<file path="src/rtl/lif_step_scheduler.sv">
// LIF timestep scheduler: drains the input spike FIFO into
// weight accumulation, then leaks/fires every neuron once.
//
// Ports:
//   clk_i, rst_i            clock, synchronous active-high reset
//   start_i                 begin one timestep (sampled in IDLE only)
//   in_empty_i, in_data_i   input spike FIFO status / FWFT head
//   in_rd_o                 pop the input FIFO
//   w_addr_o, n_addr_o      weight / membrane memory addresses
//   acc_en_o, leak_en_o     datapath accumulate / leak strobes
//   fire_i                  threshold result for n_addr_o (LEAK)
//   out_full_i              output spike FIFO full
//   out_push_o, out_data_o  output spike push / neuron index
//   busy_o, step_done_o     activity flag / end-of-step pulse
//   state_o                 IDLE=0 FETCH=1 ACCUM=2 LEAK=3 DONE=4
//   step_cnt_o              completed timesteps, wrapping
//   spike_cnt_o             output spikes in current/last step
//   drop_cnt_o              dropped out-of-range inputs, saturating
module lif_step_scheduler #(
  parameter int N_PRE  = 16,
  parameter int N_POST = 10,
  parameter int STEP_W = 16,
  localparam int PRE_W  = $clog2(N_PRE),
  localparam int POST_W = $clog2(N_POST),
  localparam int WA_W   = $clog2(N_PRE * N_POST)
) (
  input  logic              clk_i,
  input  logic              rst_i,
  input  logic              start_i,
  input  logic              in_empty_i,
  input  logic [PRE_W-1:0]  in_data_i,
  output logic              in_rd_o,
  output logic [WA_W-1:0]   w_addr_o,
  output logic [POST_W-1:0] n_addr_o,
  output logic              acc_en_o,
  output logic              leak_en_o,
  input  logic              fire_i,
  input  logic              out_full_i,
  output logic              out_push_o,
  output logic [POST_W-1:0] out_data_o,
  output logic              busy_o,
  output logic              step_done_o,
  output logic [2:0]        state_o,
  output logic [STEP_W-1:0] step_cnt_o,
  output logic [POST_W:0]   spike_cnt_o,
  output logic [7:0]        drop_cnt_o
);

  typedef enum logic [2:0] {
    S_IDLE  = 3'd0,
    S_FETCH = 3'd1,
    S_ACCUM = 3'd2,
    S_LEAK  = 3'd3,
    S_DONE  = 3'd4
  } state_t;

  state_t state, state_nx;

  logic [PRE_W-1:0]  pre_idx;
  logic [POST_W-1:0] post_idx;
  logic [STEP_W-1:0] step_cnt;
  logic [POST_W:0]   spike_cnt;
  logic [7:0]        drop_cnt;

  logic            in_ok;
  logic            pop_ok;
  logic            pop_drop;
  logic            post_last;
  logic            advance;
  logic [WA_W-1:0] w_addr;

  assign in_ok     = 32'(in_data_i) < N_PRE;
  assign pop_ok    = !in_empty_i && in_ok;
  assign pop_drop  = !in_empty_i && !in_ok;
  assign post_last = post_idx == POST_W'(N_POST - 1);
  // A firing neuron with nowhere to put its spike freezes LEAK.
  assign advance   = !(fire_i && out_full_i);
  assign w_addr    = WA_W'(pre_idx) * WA_W'(N_POST)
                   + WA_W'(post_idx);

  always_ff @(posedge clk_i) begin
    if (rst_i) state <= S_IDLE;
    else       state <= state_nx;
  end

  always_comb begin
    state_nx = state;
    unique case (state)
      S_IDLE:  if (start_i) state_nx = S_FETCH;
      S_FETCH: begin
        if (in_empty_i) state_nx = S_LEAK;
        else if (in_ok) state_nx = S_ACCUM;
      end
      S_ACCUM: if (post_last) state_nx = S_FETCH;
      S_LEAK:  if (advance && post_last) state_nx = S_DONE;
      S_DONE:  state_nx = S_IDLE;
      default: state_nx = S_IDLE;
    endcase
  end

  always_ff @(posedge clk_i) begin
    if (rst_i) begin
      pre_idx   <= '0;
      post_idx  <= '0;
      step_cnt  <= '0;
      spike_cnt <= '0;
      drop_cnt  <= '0;
    end else begin
      unique case (state)
        S_IDLE: begin
          if (start_i) begin
            spike_cnt <= '0;
            pre_idx   <= '0;
            post_idx  <= '0;
          end
        end
        S_FETCH: begin
          unique case (1'b1)
            in_empty_i: post_idx <= '0;
            pop_ok: begin
              pre_idx  <= in_data_i;
              post_idx <= '0;
            end
            pop_drop: begin
              if (drop_cnt != 8'hFF)
                drop_cnt <= drop_cnt + 8'd1;
            end
            default: ;
          endcase
        end
        S_ACCUM: begin
          post_idx <= post_last ? '0 : post_idx + 1'b1;
        end
        S_LEAK: begin
          if (advance) begin
            post_idx <= post_last ? '0 : post_idx + 1'b1;
            if (fire_i) spike_cnt <= spike_cnt + 1'b1;
          end
        end
        S_DONE:  step_cnt <= step_cnt + 1'b1;
        default: ;
      endcase
    end
  end

  // Strobes are masked during reset so nothing leaks out
  // of a half-finished step on the reset cycle.
  always_comb begin
    in_rd_o     = 1'b0;
    acc_en_o    = 1'b0;
    leak_en_o   = 1'b0;
    out_push_o  = 1'b0;
    out_data_o  = '0;
    step_done_o = 1'b0;
    w_addr_o    = '0;
    n_addr_o    = '0;
    if (!rst_i) begin
      unique case (state)
        S_FETCH: in_rd_o = !in_empty_i;
        S_ACCUM: begin
          acc_en_o = 1'b1;
          w_addr_o = w_addr;
          n_addr_o = post_idx;
        end
        S_LEAK: begin
          n_addr_o   = post_idx;
          leak_en_o  = advance;
          out_push_o = advance && fire_i;
          if (advance && fire_i) out_data_o = post_idx;
        end
        S_DONE:  step_done_o = 1'b1;
        default: ;
      endcase
    end
  end

  assign busy_o      = state != S_IDLE;
  assign state_o     = state;
  assign step_cnt_o  = step_cnt;
  assign spike_cnt_o = spike_cnt;
  assign drop_cnt_o  = drop_cnt;

endmodule

</file>
<file path="config.mk">
export PLATFORM = sky130hd
export DESIGN_NAME = lif_step_scheduler
export DESIGN_NICKNAME = d
export VERILOG_FILES = /design/src/rtl/lif_step_scheduler.sv
export SDC_FILE = /design/constraint.sdc
export NUM_CORES = 1
export LEC_CHECK = 0
export CAP_MARGIN = 30
export CORE_MARGIN = 3
export CORE_UTILIZATION = 42
export CTS_BUF_LIST = sky130_fd_sc_hd__clkbuf_4 sky130_fd_sc_hd__clkbuf_8 sky130_fd_sc_hd__clkbuf_16
export DETAILED_ROUTE_END_ITERATION = 10
export PLACE_DENSITY = 0.77
export SETUP_SLACK_MARGIN = 0.4
export SKIP_LAST_GASP = 1
export SYNTH_ARGS = -nofsm -noshare
export SYNTH_HDL_FRONTEND = slang
export SYNTH_SLANG_ARGS = --single-unit
</file>
<file path="constraint.sdc">
create_clock -name clk_i -period 2.25 [get_ports clk_i]
set_input_delay 0.225 -clock clk_i [delete_from_list [all_inputs] [get_ports clk_i]]
set_output_delay 0.225 -clock clk_i [all_outputs]
set_load 0.02 [all_outputs]
</file>
==> results of run 1 <==
-- per-layer routing --
metal / GRT usage (%) / vias up / part of all wire, %
met2: 31.9 / 46 / 49
met5: 0 / - / 0
met3: 3.87 / 7 / 4.3
met1: 23.7 / 929 / 45
li1: - / 1002 / -
met4: 6.32 / 0 / 1.5
-- logic make-up after synthesis --
kind of cell	after synthesis	synth area share, %
XOR/XNOR	15	6.58
multiplexers	3	1.50
buffers and inverters	30	7.27
AND/OR/NAND/NOR	97	28.2
AO/OA/AOI/OAI	49	15.2
other	1	0.188
flip-flops	32	32.1
adder cells (fa/ha/maj)	13	8.90
-- flip-flops by register name, indices dropped and copies added, names as in the netlist --
register and cells:
step_cnt_o 16, spike_cnt_o 5, post_idx 4, pre_idx 4, state_o 3
-- worst max-delay path by stage --
stage                     cells past startpoint     endpoint  slack [ns]
after floorplan                               7  w_addr_o[6]        0.12
after global placement                        8  w_addr_o[7]       -0.37
after detailed placement                      8  w_addr_o[7]       -0.42
after CTS                                     8  w_addr_o[6]       -0.24
after global routing                          8  w_addr_o[6]       -0.28
final                                         8  w_addr_o[6]       -0.22
-- layout make-up --
| class | count | area share, % |
|---|---|---|
| clock buffers | 7 | 3.15 |
| inverters | 16 | 1.96 |
| multi-input cells | 185 | 47.3 |
| flip-flops and latches | 32 | 21.3 |
| well taps | 52 | 2.13 |
| repair buffers | 87 | 24.2 |
-- cell usage in the layout, fill, tap and decap left out, types with 6 or more instances in the layout --
cell type         n
buf_4            31
inv_1            15
nor2_1           21
a21oi_1          11
dfxtp_1          25
clkbuf_8          7
nand3_1           8
conb_1            8
and2_1           10
o21ai_0          15
ha_1              6
dfxtp_2           6
buf_2             7
nand2_1          11
dlygate4sd2_1     9
or3_1             7
xnor2_1           9
clkdlybuf4s50_1  32
-- worst max-delay path: cells and delay by family (launching register included) --
family,cells,cell delay [ns]
and+or+nand+nor,2,0.48
buffers and inverters,2,0.18
DFF,1,0.34
adders and majority gates,3,0.82
AOI/OAI and AO/OA,1,0.13
-- metrics by stage --
stage | area, µm² | utilization, %
3_3_place_gp | 2830 | 63.3
6_report | 3060 | 68.3
5_1_grt | 3060 | 68.3
2_1_floorplan | 2130 | -
3_5_place_dp | 2840 | 63.4
4_1_cts | 3020 | 67.4
-- power by group through the flow --
stage | combinational (W) | clock [W] | sequential [W]
final | 0.000559 | 0.000485 | 0.000655
after global routing | 0.000605 | 0.000513 | 0.000660
after CTS | 0.000535 | 0.000490 | 0.000650
after detailed placement | 0.000517 | 0 | 0.000657
after global placement | 0.000507 | 0 | 0.000655
after floorplan | 0.000303 | 0 | 0.000671
-- repair_timing --
| item | CTS | global route |
|---|---|---|
| resized for setup | 77 | 21 |
| buffers inserted | 3 | 4 |
| pin swaps | 7 | 3 |
| setup endpoints to repair | 27 | 19 |
==> results.cfg, run 1 <==
[clock_tree]
clk_pin_slew_ns = 0.07
cts_hold_buf = 0
clockBufferDepth = 2
root_buffer = clkbuf_8
clk_latency_ns = 0.29
cts_num_sinks = 32
htreeDepth = 2
cts_tree = built
numCtsBuffers = 5

[routing]
dr.pass1.iters = 4
vias = 1984
routed_wl_mm = 5.15
drt-wirelength-per-cell_um = 13.6
vias_per_cell = 5.23
drc_errors = 0
antenna_left = 0
first_iter_violations = 37

[timing]
fin_ws_ns = -0.219
period_minus_slack_ns = 2.47
finalCritPeriodShare_pct = 110
finalSetupViolCount = 2
fmax_mhz = 405
worst_slew_pin_slew_ns = 0.487
holdWs_ns = 0.481
finalMaxSlewViolations = 0
hold_violations = 0
timing.setup.tns_ns = -0.418
finClkSkew_ns = 0.00504
grt_setup_unrepaired = yes
slew_headroom_pct = 66.7

[setup_path]
max_stage_delay_ns = 0.43
critPathLaunchType = register
rr_worst_depth = 5
cp_common_cell = ha_4
rrSetupSlack_ns = 0.48
setup.worst_path.class = register to output pin
worstPathArrival_ns = 2.24
timing.rr.start = state_o[1]$_SDFFE_PP0P_
rr_endpoint = step_cnt_o[11]$_SDFFE_PP0N_
end_kind = output pin
crit_chain = ha_4, ha_4, inv_2, fa_2, nand2b_4, or3_4, a21oi_4, buf_6
critical_path.startpoint = pre_idx[3]$_SDFFE_PP0P_
cp_max_fo = 2
critPathSlowestCell = fa_2
required_ns = 2.03

[outcome]
status = complete, but fails checks
violations = negative setup slack

[pwr]
sw_frac_of_total_pct = 32.5
power_w = 0.00170
switching_power_w = 0.000551
p_leak_nw = 1.21
powerDensity_nw_per_um2 = 556
p_int_w = 0.00115
p_seq_share_pct = 38.6
ir_drop_uv = 389
combinationalPowerShare_pct = 32.9
p_clk_share_pct = 28.5

[final_layout]
n_fill_cell = 376
regArea_um2 = 652
fin_nets = 350
fin_cells = 379
area.growth.synth_to_final_pct = 53.2
drive_gt1_share_pct = 28.4
multi_input_area_um2 = 1450
antenna_cells = 0

[placement]
globalplace.congestion = 0.800
place_ws_ns = -0.421
dp.cells = 365
port_buffers = 55
dpl.hpwl_mm = 3.71

[synthesis]
syn_area_um2 = 2000
synth.top_cell.area_share_pct = 32.1
ys_types = 46
ys_seq_elements = 32
syn_area_per_cell_um2 = 8.32
synth_top_cells_by_count = dfxtp_1 (32), nor2_1 (22), inv_1 (16), o21ai_0 (16), a21oi_1 (15)
yosys.area.top_type = dfxtp_1
synth_cells = 240
yosysMostFrequentCell = dfxtp_1
ys_seq_area_share_pct = 32.1
ys_top_cells_by_area = dfxtp_1 (32%), ha_1 (6.9%), xnor2_1 (4.4%)
async_reset_ff_share_pct = 0
synth_flop_cell = dfxtp_1
yosys_warnings = 0
synth_edf_count = 0

[global_route]
grt_remaining_overflow = 0
grtUsageTotal_pct = 18.8
grt_start_max_net_pins = 18
antenna_found_initial = 0
grt_pass1_vias = 1880
grt_pass1_wl_mm = 8.26

[floorplan]
num_rows = 24
core_area_um2 = 4470
dieHeight_um = 74.9
start_util_pct = 44.6
die_w_um = 74.9
die_area_um2 = 5610
io_pins = 64

[worst_hold_path]
min_path_type = register to register
hp-start = step_cnt_o[15]$_SDFFE_PP0N_
holdPathEnd = step_cnt_o[15]$_SDFFE_PP0N_
hold_depth = 2

[flow_run]
cap_violations = 0
Note: power is estimated with default switching activity, not from simulation.
==> inputs of run 2 (changes only) <==
--- a/config.mk
+++ b/config.mk
@@ -9,6 +9,7 @@
 export CORE_MARGIN = 3
 export CORE_UTILIZATION = 42
 export CTS_BUF_LIST = sky130_fd_sc_hd__clkbuf_4 sky130_fd_sc_hd__clkbuf_8 sky130_fd_sc_hd__clkbuf_16
+export CTS_CLUSTER_DIAMETER = 30
 export DETAILED_ROUTE_END_ITERATION = 10
 export PLACE_DENSITY = 0.77
 export SETUP_SLACK_MARGIN = 0.4
==> results of run 2 <==
Final layout, timing and power as in run 1 (identical DEF).
